### src/rtl/mux_arb_pkg.sv
// Purpose: shared types and constants for the round-robin mux arbiter slice.
// Latency: n/a (declarations only).
// Backpressure: n/a.
// Contents: FSM state enum, requester count, select width, one-hot helper.
package mux_arb_pkg;

    localparam int NUM_REQ = 4;
    localparam int SEL_W   = 2;

    typedef enum logic {
        IDLE  = 1'b0,
        GRANT = 1'b1
    } arb_state_t;

    // Decode a requester index into its one-hot grant vector.
    function automatic logic [NUM_REQ-1:0] onehot(input logic [SEL_W-1:0] idx);
        onehot      = '0;
        onehot[idx] = 1'b1;
    endfunction

endpackage

### src/rtl/mux_4x1.sv
// Purpose: plain 4:1 bit multiplexer shared by the four requesters.
// Latency: combinational.
// Backpressure: none.
// Ports: d0..d3 data inputs, s1:s0 select, y selected bit.
module mux_4x1 (
    input  logic d0,
    input  logic d1,
    input  logic d2,
    input  logic d3,
    input  logic s0,
    input  logic s1,
    output logic y
);

    assign y = s1 ? (s0 ? d3 : d2) : (s0 ? d1 : d0);

endmodule

### src/rtl/rr_pick4.sv
// Purpose: round-robin picker; first set bit of req & ~excl searching from ptr upward (mod 4).
// Latency: combinational.
// Backpressure: none; found=0 when no eligible requester.
// Ports: req/excl request and exclude masks, ptr start index, found/idx result.
module rr_pick4
    import mux_arb_pkg::*;
(
    input  logic [NUM_REQ-1:0] req,
    input  logic [SEL_W-1:0]   ptr,
    input  logic [NUM_REQ-1:0] excl,
    output logic               found,
    output logic [SEL_W-1:0]   idx
);

    logic [NUM_REQ-1:0] cand;

    assign cand = req & ~excl;

    // Walk from the farthest offset down to ptr so the closest match wins last.
    always_comb begin
        found = |cand;
        idx   = ptr;
        for (int i = NUM_REQ - 1; i >= 0; i--) begin
            if (cand[ptr + SEL_W'(i)]) begin
                idx = ptr + SEL_W'(i);
            end
        end
    end

endmodule

### src/rtl/mux4_rr_arbiter.sv
// Purpose: round-robin arbiter sharing mux_4x1 among 4 requesters, with a hold limit forcing rotation.
// Latency: req -> gnt/sel/busy 1 edge, req -> y 2 edges.
// Backpressure: a requester keeps its grant at most MAX_HOLD cycles while others are pending.
// Ports: clk, rst_n, req[3:0], d[3:0] in; gnt[3:0], sel[1:0], busy, y out (all registered but busy=|gnt).
module mux4_rr_arbiter
    import mux_arb_pkg::*;
#(
    parameter int MAX_HOLD = 4
) (
    input  logic               clk,
    input  logic               rst_n,
    input  logic [NUM_REQ-1:0] req,
    input  logic [NUM_REQ-1:0] d,
    output logic [NUM_REQ-1:0] gnt,
    output logic [SEL_W-1:0]   sel,
    output logic               busy,
    output logic               y
);

    localparam logic [3:0] HOLD_LIM = 4'(MAX_HOLD);

    arb_state_t         state, state_nxt;
    logic [SEL_W-1:0]   ptr, ptr_nxt, sel_nxt;
    logic [3:0]         cnt, cnt_nxt;
    logic [NUM_REQ-1:0] gnt_nxt, excl;
    logic               pick_found;
    logic [SEL_W-1:0]   pick_idx;
    logic               cur_req;
    logic               take;
    logic               mux_out;

    // While granting, the current owner is masked out, so pick_found means
    // "someone else is pending" and pick_idx is the next owner for both the
    // release switch and the forced rotation.
    assign excl    = (state == GRANT) ? onehot(sel) : '0;
    assign cur_req = (state == GRANT) && req[sel];

    rr_pick4 u_pick (
        .req   (req),
        .ptr   (ptr),
        .excl  (excl),
        .found (pick_found),
        .idx   (pick_idx)
    );

    always_comb begin
        state_nxt = state;
        ptr_nxt   = ptr;
        cnt_nxt   = cnt;
        gnt_nxt   = gnt;
        sel_nxt   = sel;
        take      = 1'b0;

        if (state == IDLE) begin
            take = pick_found;
        end else begin
            if (!cur_req || (cnt == HOLD_LIM)) begin
                take = pick_found;
            end
            if (!cur_req && !pick_found) begin
                state_nxt = IDLE;
                gnt_nxt   = '0;
            end else if (cur_req && !take && (cnt != HOLD_LIM)) begin
                cnt_nxt = cnt + 4'd1;
            end
        end

        if (take) begin
            state_nxt = GRANT;
            gnt_nxt   = onehot(pick_idx);
            sel_nxt   = pick_idx;
            ptr_nxt   = pick_idx + SEL_W'(1);
            cnt_nxt   = 4'd1;
        end
    end

    always_ff @(posedge clk or negedge rst_n) begin
        if (!rst_n) begin
            state <= IDLE;
            ptr   <= '0;
            cnt   <= '0;
            gnt   <= '0;
            sel   <= '0;
        end else begin
            state <= state_nxt;
            ptr   <= ptr_nxt;
            cnt   <= cnt_nxt;
            gnt   <= gnt_nxt;
            sel   <= sel_nxt;
        end
    end

    assign busy = |gnt;

    mux_4x1 u_mux (
        .d0 (d[0]),
        .d1 (d[1]),
        .d2 (d[2]),
        .d3 (d[3]),
        .s0 (sel[0]),
        .s1 (sel[1]),
        .y  (mux_out)
    );

    // Output bit samples the mux driven by the registered select.
    always_ff @(posedge clk or negedge rst_n) begin
        if (!rst_n) begin
            y <= 1'b0;
        end else begin
            y <= busy ? mux_out : 1'b0;
        end
    end

endmodule

### config.mk
export PLATFORM = sky130hd
export DESIGN_NAME = mux4_rr_arbiter
export DESIGN_NICKNAME = d
export VERILOG_FILES = /design/src/rtl/mux_arb_pkg.sv /design/src/rtl/mux_4x1.sv /design/src/rtl/rr_pick4.sv /design/src/rtl/mux4_rr_arbiter.sv
export SDC_FILE = /design/constraint.sdc
export NUM_CORES = 1
export LEC_CHECK = 0
export CORE_MARGIN = 2
export CORE_UTILIZATION = 50
export DETAILED_ROUTE_END_ITERATION = 16
export PLACE_DENSITY = 0.86
export REMOVE_ABC_BUFFERS = 1
export SETUP_SLACK_MARGIN = 0.5
export SYNTH_ARGS = -nofsm -noshare
export SYNTH_HDL_FRONTEND = slang
export SYNTH_SLANG_ARGS = --single-unit
### constraint.sdc
create_clock -name clk -period 4.3 [get_ports clk]
set_clock_uncertainty 0.05 [all_clocks]
set_input_delay 0.86 -clock clk [delete_from_list [all_inputs] [get_ports clk]]
set_output_delay 0.86 -clock clk [all_outputs]
set_load 0.05 [all_outputs]
==> flow_summary.yaml <==
global_routing:
  track_usage_pct: 19.9
  grt_start_max_net_pins: 16
  grt-ovfl-total: 0
  grt_antenna_before_repair: 0
  grt_pass1_vias: 817
  grt_pass1_wl_mm: 3.71
detailed_routing:
  ant_nets: 0
  drc: 0
  drt_first_iter_violations: 19
  post_drt_wl_per_cell_um: 14.9
  viasPerCell: 5.92
  dr_total_vias: 852
  dr.pass1.iters: 4
  wl_mm: 2.14
yosys:
  synth_cells: 105
  synth_cell_types: 45
  synth_edf_count: 0
  ys_ff_latch: 14
  async_flop_share_pct: 100
  netlist_area_um2: 1010
  ys_seq_area_share_pct: 34.7
  yosys_warnings: 0
  synth_area_per_cell_um2: 9.63
  synth_ff_type: "dfrtp_1"
final_layout:
  nFillCells: 173
  stdcell_area_um2: 1180
  final_util_pct: 60.6
  drive_gt1_share_pct: 15.4
  antennaDiodeCount: 0
  areaGrowthSynthToFinish_pct: 16.5
  nNetsFinal: 131
setup_path:
  path_class: "reg2out"
  regToRegStartpoint: "sel[0]"
  critPathMaxFanout: 3
  r2r_end: "ptr[0]"
  r2r_slack_ns: 1.93
  reg2regPathDepth: 6
  cp-start-kind: "flip-flop"
  critPathRequiredTime_ns: 3.39
  arrival_ns: 1.93
  end_kind: "output pin"
clock_network:
  clock_latency_ns: 0.28
  htreeDepth: 1
  cts_buffers: 3
  cts_tree: "done"
  cts_resized: 0
  cts_hold_buf: 0
  clk_pin_slew_ns: 0.07
  cts.sinks: 14
  clockBufferDepth: 2
  root_buffer: "clkbuf_4"
  post-cts-setup-buffers: 0
placed_design:
  placed_cell_area_um2: 1150
  dp_hpwl_mm: 1.64
  numPortBuffers: 17
  gp_congestion: 0.840
run:
  maxCapViolCount: 0
worst_hold_path:
  hold_end: "gnt[0]"
  holdPathStages: 2
  hold_path_class: "reg2reg"
  hp-start: "gnt[0]"
power:
  pwr_density_cell_nw_per_um2: 847
  total_leakage_power_nw: 0.474
  vdd_ir_drop_max_v: 0.000463
  total_power_w: 0.000997
floorplanning:
  die-area_um2: 2400
  die_width_um: 49.0
  start_util_pct: 52.1
  ioPinCount: 18
  rows: 16
  core_area_um2: 1940
  die_h_um: 49.0
sta:
  setup_viol: 0
  tightest_slew_ns: 0.611
  hold_viol: 0
  final.period_utilization_pct: 66.1
  slew-limit-headroom_pct: 59.1
  drv_slew: 0
  rsz0062_at_grt: "no"
  min_period_ns: 2.84
  fmax_mhz: 352
  fin_setup_tns_ns: 0
status:
  status: "completed"
critical path: stages, from the launching register on:
cell             delay, ns
dfrtp_1               0.39
or4_1                 0.55
clkdlybuf4s50_1       0.72
power by group:
group	internal [W]	leakage (nW)	switching (W)
sequential	0.000187	0.173	0.0000934
combinational	0.000267	0.287	0.000381
clock	0.0000325	0.0138	0.0000365
placed cells by master (no fill, tap or decap), types with 3 or more instances in the layout:
cell type | synthesis | final
o31ai_1 | 3 | 3
o21ai_0 | 6 | 6
mux2_2 | 3 | 3
o21ai_1 | 3 | 3
nand3_1 | 3 | 3
nand2_1 | 15 | 15
dfrtp_1 | 14 | 14
inv_1 | 5 | 5
clkbuf_4 | 0 | 3
clkdlybuf4s50_1 | 0 | 17
stage by stage:
stage | setup WS, ns | instances | hold WS [ns]
2_1_floorplan | 1.98 | 97 | 0.425
3_5_place_dp | 1.29 | 141 | 0.463
5_1_grt | 1.38 | 144 | 0.508
6_report | 1.46 | 144 | 0.466
3_3_place_gp | 1.37 | 141 | 0.455
4_1_cts | 1.44 | 144 | 0.480
how the worst max path moves through the flow:
stage	startpoint	end	slack (ns)	depth (start not counted)
after floorplan	sel[0]	ptr[0]	1.98	6
after global placement	req[3]	ptr[0]	1.37	6
after detailed placement	req[3]	ptr[0]	1.29	6
after CTS	gnt[1]	busy	1.44	2
after global routing	gnt[1]	busy	1.38	2
final	gnt[1]	busy	1.46	2
sequential cells by signal, summed over array words and instances (netlist names):
name and count:
y 1, gnt 4, cnt 4, ptr 2
state 1, sel 2
layer usage:
metal,part of all wire (%),up-vias,GRT usage (%),wire [um]
met1,43,413,26.1,930
met2,52,20,33.3,1110
met3,3.4,4,4.60,73
li1,-,415,-,-
met4,1.2,0,4.29,25
met5,0,-,0,0
synth_stat cells, drive strengths merged, types with 2 or more instances:
| cell type | instances | area (um2) |
|---|---|---|
| nand2b | 3 | 21.3 |
| a21oi | 2 | 10.0 |
| o22ai | 2 | 12.5 |
| mux4 | 2 | 45.0 |
| or2b | 2 | 15.0 |
| nand2 | 15 | 56.3 |
| buf | 8 | 60.1 |
| o2111ai | 2 | 17.5 |
| nand4 | 2 | 12.5 |
| nor2b | 2 | 12.5 |
| o21ai | 9 | 45.0 |
| nand3 | 3 | 15.0 |
| ha | 2 | 25.0 |
| a31oi | 2 | 12.5 |
| inv | 5 | 18.8 |
| mux2 | 3 | 33.8 |
| dfrtp | 14 | 350 |
| o31ai | 3 | 22.5 |
| a21o | 2 | 15.0 |
| o221ai | 2 | 23.8 |
cell families (layout without fill, tap and decap cells):
| family | after synthesis | after routing | share of synthesized area [%] |
|---|---|---|---|
| AND/OR/NAND/NOR | 35 | 35 | 18.4 |
| XOR/XNOR | 2 | 2 | 1.73 |
| buffers and inverters | 13 | 25 | 7.80 |
| adder cells (fa/ha/maj) | 2 | 2 | 2.47 |
| flip-flops | 14 | 14 | 34.7 |
| AO/OA/AOI/OAI | 34 | 34 | 27.1 |
| multiplexers | 5 | 5 | 7.80 |
final cells by class:
cell class	count	area (um2)	area share, %
Clock buffer	3	22.5	1.91
Inverter	5	18.8	1.59
Multi-Input combinational cell	78	582	49.4
Sequential cell	14	350	29.8
Tap cell	27	33.8	2.87
Timing Repair Buffer	17	170	14.5
(Power assumes the default switching activity.)
